==> src/rtl/pc_sequencer_pkg.sv <==
// Shared encodings and widths for the program-counter sequencer.
package pc_sequencer_pkg;

  localparam int PC_W    = 9;
  localparam int FLAGS_W = 4;

  // Flag bit positions inside the flags register
  localparam int FLAG_Z = 0;
  localparam int FLAG_C = 1;
  localparam int FLAG_N = 2;
  localparam int FLAG_V = 3;

  typedef enum logic [2:0] {
    OP_NEXT = 3'b000,
    OP_JMP  = 3'b001,
    OP_JIF  = 3'b010,
    OP_JNIF = 3'b011,
    OP_CALL = 3'b100,
    OP_RET  = 3'b101,
    OP_HALT = 3'b110,
    OP_RETI = 3'b111
  } op_e;

  typedef enum logic [1:0] {
    ST_RUN   = 2'b00,
    ST_HALT  = 2'b01,
    ST_FAULT = 2'b10
  } state_e;

endpackage

==> src/rtl/pc_sequencer_if.sv <==
// Bus between the sequencer and the downstream return stack.
interface pc_sequencer_if;
  import pc_sequencer_pkg::*;

  logic               stack_push_en;
  logic               stack_pop_en;
  logic [PC_W-1:0]    stack_pc;
  logic [FLAGS_W-1:0] stack_flags;
  logic [PC_W-1:0]    stack_top_pc;
  logic [FLAGS_W-1:0] stack_top_flags;

  modport master (
    output stack_push_en, stack_pop_en, stack_pc, stack_flags,
    input  stack_top_pc, stack_top_flags
  );

  modport slave (
    input  stack_push_en, stack_pop_en, stack_pc, stack_flags,
    output stack_top_pc, stack_top_flags
  );
endinterface

==> src/rtl/pc_sequencer_next_logic.sv <==
// Combinational next-PC selection and stack strobe decode.
module pc_next_logic
  import pc_sequencer_pkg::*;
#(
  parameter int              STACK_DEPTH = 5,
  parameter logic [PC_W-1:0] IRQ_VECTOR  = 9'h1F0
) (
  input  state_e             state,
  input  logic               en,
  input  logic [2:0]         op,
  input  logic [1:0]         cond,
  input  logic [PC_W-1:0]    target,
  input  logic [PC_W-1:0]    pc,
  input  logic [FLAGS_W-1:0] flags,
  input  logic [2:0]         depth,
  input  logic               in_isr,
  input  logic               irq,
  input  logic [PC_W-1:0]    stack_top_pc,
  output logic               take_irq,
  output logic               push_en,
  output logic               pop_en,
  output logic [PC_W-1:0]    stack_pc,
  output logic [PC_W-1:0]    pc_nxt,
  output logic               go_halt,
  output logic               go_fault,
  output logic               do_reti
);

  localparam logic [2:0] DEPTH_MAX = 3'(STACK_DEPTH);

  logic [PC_W-1:0] seq_pc;
  logic            stack_full;
  logic            stack_empty;

  assign seq_pc      = pc + 9'd1;
  assign stack_full  = (depth == DEPTH_MAX);
  assign stack_empty = (depth == 3'd0);

  // Interrupt has priority over the presented op; otherwise decode op in RUN
  always_comb begin
    take_irq = 1'b0;
    push_en  = 1'b0;
    pop_en   = 1'b0;
    stack_pc = pc;
    pc_nxt   = pc;
    go_halt  = 1'b0;
    go_fault = 1'b0;
    do_reti  = 1'b0;

    if (irq && !in_isr && !stack_full && (state != ST_FAULT)) begin
      // Return address is pc-1 because the stack adds one on store,
      // bringing the return back onto the op that was discarded here.
      take_irq = 1'b1;
      push_en  = 1'b1;
      stack_pc = pc - 9'd1;
      pc_nxt   = IRQ_VECTOR;
    end else if ((state == ST_RUN) && en) begin
      unique case (op)
        OP_NEXT: pc_nxt = seq_pc;
        OP_JMP:  pc_nxt = target;
        OP_JIF:  pc_nxt = flags[cond] ? target : seq_pc;
        OP_JNIF: pc_nxt = flags[cond] ? seq_pc : target;
        OP_CALL: begin
          if (stack_full) begin
            go_fault = 1'b1;
          end else begin
            push_en = 1'b1;
            pc_nxt  = target;
          end
        end
        OP_RET, OP_RETI: begin
          if (stack_empty) begin
            go_fault = 1'b1;
          end else begin
            pop_en  = 1'b1;
            pc_nxt  = stack_top_pc;
            do_reti = (op == OP_RETI);
          end
        end
        OP_HALT: go_halt = 1'b1;
        default: pc_nxt = pc;
      endcase
    end
  end

endmodule

==> src/rtl/pc_sequencer.sv <==
// Program counter, flags, stack depth tracking and RUN/HALT/FAULT control.
module pc_sequencer
  import pc_sequencer_pkg::*;
#(
  parameter int              STACK_DEPTH = 5,
  parameter logic [PC_W-1:0] IRQ_VECTOR  = 9'h1F0,
  parameter logic [PC_W-1:0] RESET_PC    = 9'h000
) (
  input  logic                clk,
  input  logic                rst_n,
  input  logic                en,
  input  logic [2:0]          op,
  input  logic [1:0]          cond,
  input  logic [PC_W-1:0]     target,
  input  logic [FLAGS_W-1:0]  alu_flags,
  input  logic                flags_we,
  input  logic                irq,
  output logic                irq_ack,
  output logic [PC_W-1:0]     pc,
  output logic [FLAGS_W-1:0]  flags,
  pc_sequencer_if.master      stack,
  output logic [2:0]          depth,
  output logic                in_isr,
  output logic                halted,
  output logic                fault
);

  state_e             state_q;
  state_e             state_d;
  logic [PC_W-1:0]    pc_q;
  logic [FLAGS_W-1:0] flags_q;
  logic [2:0]         depth_q;
  logic               in_isr_q;

  logic               take_irq;
  logic               push_en;
  logic               pop_en;
  logic [PC_W-1:0]    stack_pc;
  logic [PC_W-1:0]    pc_nxt;
  logic               go_halt;
  logic               go_fault;
  logic               do_reti;

  pc_next_logic #(
    .STACK_DEPTH (STACK_DEPTH),
    .IRQ_VECTOR  (IRQ_VECTOR)
  ) u_next (
    .state        (state_q),
    .en           (en),
    .op           (op),
    .cond         (cond),
    .target       (target),
    .pc           (pc_q),
    .flags        (flags_q),
    .depth        (depth_q),
    .in_isr       (in_isr_q),
    .irq          (irq),
    .stack_top_pc (stack.stack_top_pc),
    .take_irq     (take_irq),
    .push_en      (push_en),
    .pop_en       (pop_en),
    .stack_pc     (stack_pc),
    .pc_nxt       (pc_nxt),
    .go_halt      (go_halt),
    .go_fault     (go_fault),
    .do_reti      (do_reti)
  );

  // State register
  always_ff @(posedge clk or negedge rst_n) begin
    if (!rst_n) state_q <= ST_RUN;
    else        state_q <= state_d;
  end

  // Next state: a taken interrupt always lands in RUN; FAULT is sticky
  always_comb begin
    state_d = state_q;
    if (take_irq)      state_d = ST_RUN;
    else if (go_fault) state_d = ST_FAULT;
    else if (go_halt)  state_d = ST_HALT;
  end

  // PC, flags, depth and ISR flag; RETI flag restore beats flags_we
  always_ff @(posedge clk or negedge rst_n) begin
    if (!rst_n) begin
      pc_q     <= RESET_PC;
      flags_q  <= '0;
      depth_q  <= '0;
      in_isr_q <= 1'b0;
    end else begin
      pc_q <= pc_nxt;
      if (do_reti)
        flags_q <= stack.stack_top_flags;
      else if (flags_we && (state_q != ST_FAULT))
        flags_q <= alu_flags;
      if (push_en)     depth_q <= depth_q + 3'd1;
      else if (pop_en) depth_q <= depth_q - 3'd1;
      if (take_irq)     in_isr_q <= 1'b1;
      else if (do_reti) in_isr_q <= 1'b0;
    end
  end

  assign stack.stack_push_en = push_en;
  assign stack.stack_pop_en  = pop_en;
  assign stack.stack_pc      = stack_pc;
  assign stack.stack_flags   = flags_q;

  assign irq_ack = take_irq;
  assign pc      = pc_q;
  assign flags   = flags_q;
  assign depth   = depth_q;
  assign in_isr  = in_isr_q;
  assign halted  = (state_q == ST_HALT);
  assign fault   = (state_q == ST_FAULT);

endmodule

==> src/flat_wrapper.sv <==
// flat-port wrapper written by rule: the top's interface ports become plain ports
module pc_sequencer_flat import pc_sequencer_pkg::*;
#(
  parameter int              STACK_DEPTH = 5,
  parameter logic [PC_W-1:0] IRQ_VECTOR  = 9'h1F0,
  parameter logic [PC_W-1:0] RESET_PC    = 9'h000
)
  (clk, rst_n, en, op, cond, target, alu_flags, flags_we, irq, irq_ack, pc, flags, depth, in_isr, halted, fault, stack_stack_push_en, stack_stack_pop_en, stack_stack_pc, stack_stack_flags, stack_stack_top_pc, stack_stack_top_flags);
  pc_sequencer_if stack_i ();
  input  logic clk;
  input  logic rst_n;
  input  logic en;
  input  logic [2:0] op;
  input  logic [1:0] cond;
  input  logic [PC_W-1:0] target;
  input  logic [FLAGS_W-1:0] alu_flags;
  input  logic flags_we;
  input  logic irq;
  output logic irq_ack;
  output logic [PC_W-1:0] pc;
  output logic [FLAGS_W-1:0] flags;
  output logic [2:0] depth;
  output logic in_isr;
  output logic halted;
  output logic fault;
  output wire logic [$bits(stack_i.stack_push_en)-1:0] stack_stack_push_en;
  output wire logic [$bits(stack_i.stack_pop_en)-1:0] stack_stack_pop_en;
  output wire logic [$bits(stack_i.stack_pc)-1:0] stack_stack_pc;
  output wire logic [$bits(stack_i.stack_flags)-1:0] stack_stack_flags;
  input wire logic [$bits(stack_i.stack_top_pc)-1:0] stack_stack_top_pc;
  input wire logic [$bits(stack_i.stack_top_flags)-1:0] stack_stack_top_flags;
  assign stack_stack_push_en = stack_i.stack_push_en;
  assign stack_stack_pop_en = stack_i.stack_pop_en;
  assign stack_stack_pc = stack_i.stack_pc;
  assign stack_stack_flags = stack_i.stack_flags;
  assign stack_i.stack_top_pc = stack_stack_top_pc;
  assign stack_i.stack_top_flags = stack_stack_top_flags;
  pc_sequencer #(.STACK_DEPTH(STACK_DEPTH), .IRQ_VECTOR(IRQ_VECTOR), .RESET_PC(RESET_PC)) u_core (.clk(clk), .rst_n(rst_n), .en(en), .op(op), .cond(cond), .target(target), .alu_flags(alu_flags), .flags_we(flags_we), .irq(irq), .irq_ack(irq_ack), .pc(pc), .flags(flags), .stack(stack_i), .depth(depth), .in_isr(in_isr), .halted(halted), .fault(fault));
endmodule
==> config.mk <==
export PLATFORM = sky130hd
export DESIGN_NAME = pc_sequencer_flat
export DESIGN_NICKNAME = d
export VERILOG_FILES = /design/src/rtl/pc_sequencer_pkg.sv /design/src/rtl/pc_sequencer_if.sv /design/src/rtl/pc_sequencer_next_logic.sv /design/src/rtl/pc_sequencer.sv /design/src/flat_wrapper.sv
export SDC_FILE = /design/constraint.sdc
export NUM_CORES = 1
export LEC_CHECK = 0
export CAP_MARGIN = 10
export CELL_PAD_IN_SITES_DETAIL_PLACEMENT = 0
export CELL_PAD_IN_SITES_GLOBAL_PLACEMENT = 1
export CORE_ASPECT_RATIO = 0.75
export CORE_MARGIN = 1
export CORE_UTILIZATION = 34
export CTS_CLUSTER_DIAMETER = 120
export DETAILED_ROUTE_END_ITERATION = 8
export GPL_TIMING_DRIVEN = 0
export PLACE_DENSITY = 0.94
export SETUP_SLACK_MARGIN = 0.4
export SYNTH_ARGS = -nofsm -noshare
export SYNTH_HDL_FRONTEND = slang
export SYNTH_SLANG_ARGS = --single-unit
export TNS_END_PERCENT = 5
==> constraint.sdc <==
create_clock -name clk -period 4.71 [get_ports clk]
set_input_delay 0.471 -clock clk [delete_from_list [all_inputs] [get_ports clk]]
set_output_delay 0.471 -clock clk [all_outputs]
set_load 0.01 [all_outputs]
# ---- After elaboration in Yosys (flattened, before gate mapping)
# Cells that the tools add are included.
dict set report totals {
  regBits 19
  output_inout_bits 35
  wordCells 81
}
dict set report classes {
  addsub 4
  order_cmp 1
  n_eq_ne 13
  n_mux 40
  n_reduce_logical 18
}
# cell count
set ops {}
lappend ops {{9-bit 2-to-1 mux} 7}
lappend ops {{9-bit one-hot mux with 6 select lines} 1}
lappend ops {{1-bit 2-to-1 mux} 23}
lappend ops {{3-bit equality test (second input constant)} 5}
lappend ops {{9-bit by 1-bit adder with 9-bit output (second input constant)} 1}
lappend ops {{9-bit by 1-bit subtractor with 9-bit output (second input constant)} 1}
lappend ops {{4-bit 2-to-1 mux} 2}
lappend ops {{2-bit nonzero test} 4}
lappend ops {{7-bit nonzero test} 1}
lappend ops {{3-bit by 2-bit equality test with 1-bit output (second input constant)} 2}
lappend ops {{3-bit zero test} 2}
lappend ops {{2-bit 2-to-1 mux} 3}
lappend ops {{3-bit 2-to-1 mux} 2}
lappend ops {{3-bit != test (second input constant)} 2}
lappend ops {{1-bit logical AND} 5}
lappend ops {{4-bit AND reduction} 1}
lappend ops {{3-bit by 1-bit adder with 3-bit output (second input constant)} 1}
lappend ops {{3-bit by 1-bit equality test with 1-bit output (second input constant)} 1}
lappend ops {{2-bit by 3-bit < comparator with 1-bit output (second input constant)} 1}
lappend ops {{3-bit nonzero test} 1}
lappend ops {{3-bit by 1-bit subtractor with 3-bit output (second input constant)} 1}
lappend ops {{1-bit binary-select mux with 2-bit select} 1}
lappend ops {{2-bit by 1-bit equality test with 1-bit output (second input constant)} 1}
lappend ops {{2-bit equality test (second input constant)} 1}
lappend ops {{other kinds (5)} 6}

# ---- Depth between registers and ports, before layout
dict set report depth {
  word_depth 8
  ltp_mapped 9
}

# ---- Cells and area by module
# A second synthesis with hierarchy kept.
dict set report hier_totals {
  hier_cells 166
  area_unflattened_um2 1527.7
}
# module n_inst cells_per_inst area_per_inst_um2 seq_area_each_um2
set modules_own_cells {}
lappend modules_own_cells {pc_next_logic 1 116 798.3 0.0}
lappend modules_own_cells {pc_sequencer 1 50 729.4 475.5}

# ---- Least setup slack after synthesis
# OpenSTA, ideal clock, no wires.
dict set report synth_timing {
  path_type {register to output}
  startpoint {register u_core.depth_q[0], in the netlist u_core.depth[0]}
  endpoint {output stack_stack_pc[6]}
  t_arrival_ns 1.901
  required_ns 4.239
  path_slack_ns 2.338
  stages_incl_launch_ff 9
  n_path_buf 2
  path_cell_list {dfrtp_1 > and3b_1 > or4b_4 > buf_6 > inv_6 > buf_12 > nand3_4 > nor3_2 > xor2_1}
}
dict set report synth_via {
  elab_chain_cells 5
}
# item line_no
set synth_rtl {}
lappend synth_rtl {{from (decl)} pc_sequencer.sv:32} ;# logic [2:0] depth_q;
lappend synth_rtl {{from (signal assigned)} pc_sequencer.sv:96} ;# if (push_en) depth_q <= depth_q + 3'd1;
lappend synth_rtl {{from (signal assigned)} pc_sequencer.sv:97} ;# else if (pop_en) depth_q <= depth_q - 3'd1;
lappend synth_rtl {{3-bit equality test} pc_sequencer_next_logic.sv:36} ;# assign stack_full = (depth == DEPTH_MAX);
lappend synth_rtl {{1-bit zero test} pc_sequencer_next_logic.sv:50} ;# if (irq && !in_isr && !stack_full && (state != ST_FAULT)) begin
lappend synth_rtl {{1-bit logical AND (2 in a row)} pc_sequencer_next_logic.sv:50}
lappend synth_rtl {{9-bit 2-to-1 mux} pc_sequencer_next_logic.sv:50}
lappend synth_rtl {{to (decl)} flat_wrapper.sv:28} ;# output wire logic [$bits(stack_i.stack_pc)-1:0] stack_stack_pc;
# Every way passes these cells.

# ---- Worst setup path after layout
dict set report layout_timing {
  startpoint {input op[0]}
  endpoint {output stack_stack_push_en}
}
dict set report layout_via {
  elab_chain_cells 4
}
# item line_no
set layout_rtl {}
lappend layout_rtl {{from (decl)} flat_wrapper.sv:13} ;# input logic [2:0] op;
lappend layout_rtl {{3-bit equality test} pc_sequencer_next_logic.sv:58} ;# unique case (op)
lappend layout_rtl {{1-bit 2-to-1 mux} pc_sequencer_next_logic.sv:58}
lappend layout_rtl {{1-bit 2-to-1 mux} pc_sequencer_next_logic.sv:57} ;# end else if ((state == ST_RUN) && en) begin
lappend layout_rtl {{1-bit 2-to-1 mux} pc_sequencer_next_logic.sv:50}
lappend layout_rtl {{to (decl)} flat_wrapper.sv:26} ;# output wire logic [$bits(stack_i.stack_push_en)-1:0] stack_stack_push_en;
# Every way passes these cells.

==> qor.yml <==
worst_setup_path:
  crit_type: "input pin to output port"
  ff2ff_path_depth: 6
  reg2reg_from: "u_core.depth[0]$_DFFE_PN0P_"
  regToRegSetupSlack_ps: 2420
  r2r_end: "u_core.pc[7]$_DFFE_PN0P_"
  path_max_fanout: 10
  crit_arrival_ps: 2870
  cp-start-kind: "input pin"
  crit_path_end_kind: "output port"
  cp.required_ps: 4240
synth:
  synthArstFlopShare: 1.00
  yosysWarnings: 0
  synth_area_leaders: "dfrtp_1 (27%), xnor2_1 (6.1%), mux2i_1 (4.6%)"
  synth_nets: 239
  syn_avg_cell_area_um2: 8.68
  synth-seq-area-share: 0.274
  synth_edf_count: 0
  synth_cell_types: 60
  syn_inst: 200
  synth_area_mm2: 0.00174
  ys.flop_type: "dfrtp_1"
  synth-seq-cells: 19
  netlist.top_cell.by_area: "dfrtp_1"
  yosys.area.top_type_share: 0.274
route:
  met1Wirelength_mm: 2.48
  vias: 1823
  wl_mm: 5.08
  wl_met2_mm: 2.20
  wl_met3_um: 348
  route.top_layer_used: "met4"
  via_per_inst: 5.47
  avgRoutedWirePerCell_um: 15.2
  dr.first_iter.drc_count: 123
  first_pass_iters: 6
  drc: 10
  final_antenna_net_count: 0
finish:
  stdcell_area_mm2: 0.00255
  antennaDiodeCount: 0
  nNetsFinal: 313
  drive_gt1_frac: 0.0916
  area.growth.synth_to_final_pct: 46.7
sta:
  period_share: 0.710
  timing.fmax_ghz: 0.299
  setup_ws_ps: 1360
  setup_tns_ps: 0
  grt_setup_unrepaired: "no"
  post-route-min-period_ps: 3350
  maxSlewHeadroom: 0.410
  skew_ps: 1.86
  slew_viol_final: 0
  worst_pin_slew_ps: 883
  hold_viol: 0
  setup_violations: 0
clock_network:
  clock_latency_ps: 260
  cts_tree: "yes"
  path_clk_slew_ps: 70
  cts_resized: 0
  postCtsSetupBuffers: 0
  cts-root-buf: "clkbuf_8"
  cts_max_level: 1
  hold_buffers: 0
  cts_buffers: 3
  cts_sinks: 19
  clockBufferDepth: 2
power:
  fin_total_pwr_mw: 1.36
  power_density_mw_per_mm2: 536
  leakagePower_nw: 0.993
  vdd_drop_max_v: 0.000149
placement:
  port_buffers: 69
  hpwl_mm: 3.99
  dp_slack_ps: 1330
  place.gp.congestion: 0.845
  dpl-instance-area_mm2: 0.00250
floorplanning:
  rows: 22
  die_w_um: 84.5
  initial_core_util: 0.354
  core_area_mm2: 0.00490
  die_area_mm2: 0.00540
  die_height_um: 63.9
  ios: 71
grt:
  grt_util_all_layers: 0.191
  antenna_found_initial: 0
  grt_max_degree: 20
  grt_pass1_vias: 1616
  overflow: 0
  grt_first_pass_wirelength_mm: 8.11
min_path:
  whs_endpoint: "u_core.in_isr$_DFFE_PN0P_"
  hp-class: "register to register"
  min-delay-start: "u_core.in_isr$_DFFE_PN0P_"
  min_delay_path_depth: 1
status:
  violations: "DRC"
  status: "complete, but fails checks"
job:
  maxCapViolCount: 0
## cells in the final DEF, fill, tap and decap left out, types with 3 or more instances in the layout
cell and n:
a221oi_1 4, nor2b_1 5, clkbuf_1 10, nor3_1 4, nand4_1 3, clkbuf_8 3
a22oi_1 5, o22ai_1 3, xor2_1 3, buf_4 4, inv_1 7, dfrtp_1 19
clkdlybuf4s50_1 69, xnor2_1 12, mux2i_1 8, o21ai_0 4, nand3_1 5, a31oi_1 4
a2bb2oi_1 5, a21oi_1 14, a211oi_1 3, nand2_1 13, nor2_1 20
## report_power, final
part | switching [mW] | internal (mW)
clock | 0.0552 | 0.0602
combinational | 0.428 | 0.494
sequential | 0.0900 | 0.236
## state kept, by name (all words and copies together), names as in the netlist
register,flops
u_core.pc,9
u_core.in_isr,1
u_core.flags,4
u_core.state_q,2
u_core.depth,3
## routing by layer
layer,up-vias,global-route usage
li1,884,-
met1,861,0.285
met2,72,0.286
met3,6,0.0258
met4,0,0.0530
met5,-,0
## synth_stat cells (3+ instances only)
master and instances:
nor2_1 20, dfrtp_1 19, a21oi_1 14, nand2_1 13, xnor2_1 12, clkbuf_1 9, mux2i_1 8, inv_1 7
a22oi_1 5, a2bb2oi_1 5, nand3_1 5, nor2b_1 5, a221oi_1 4, a31oi_1 4, buf_4 4, nor3_1 4
o21ai_0 4, a211oi_1 3, nand4_1 3, o22ai_1 3, xor2_1 3
## per-stage QoR
| stage | hold slack [ps] | std cells | utilization |
|---|---|---|---|
| 3_5_place_dp | 545 | 329 | 0.511 |
| 3_3_place_gp | 524 | 329 | 0.511 |
| 6_report | 563 | 333 | 0.520 |
| 4_1_cts | 562 | 333 | 0.520 |
| 5_1_grt | 590 | 333 | 0.520 |
| 2_1_floorplan | 175 | 200 | - |
## worst max-delay path, cell delays in order
cell             delay (ps)
clkdlybuf4s50_1         510
buf_2                   250
nor2_1                  500
nand3_1                 140
a21oi_1                 380
clkdlybuf4s50_1         610
## area by class of cell
| class | instances | area, um^2 |
|---|---|---|
| multi-input cells | 154 | 1110 |
| clock buffers | 4 | 45.0 |
| fillers | 467 | 2350 |
| plain buffers | 18 | 116 |
| repair buffers | 69 | 691 |
| well taps | 60 | 75.1 |
| inverters | 9 | 38.8 |
| flip-flops and latches | 19 | 475 |
## worst max-delay path by stage
stage	start	to	slack [ps]	cells past startpoint
global route	op[0]	stack_stack_push_en	1090	6
floorplan	u_core.depth[0]$_DFFE_PN0P_	stack_stack_pc[6]	2340	8
global placement	op[0]	stack_stack_push_en	1370	6
detailed placement	op[0]	stack_stack_push_en	1330	6
CTS	op[0]	stack_stack_push_en	1320	6
finish	op[0]	stack_stack_push_en	1360	6
## cells by family after synthesis
kind of cell	after synthesis	share of synthesized area
adders and majority gates	3	0.0259
AOI/OAI and AO/OA	58	0.251
buffers and inverters	27	0.0893
muxes	10	0.0656
xor gates and xnor gates	15	0.0757
DFF	19	0.274
and+or+nand+nor	68	0.219
Note: power is estimated with default switching activity, not from simulation.
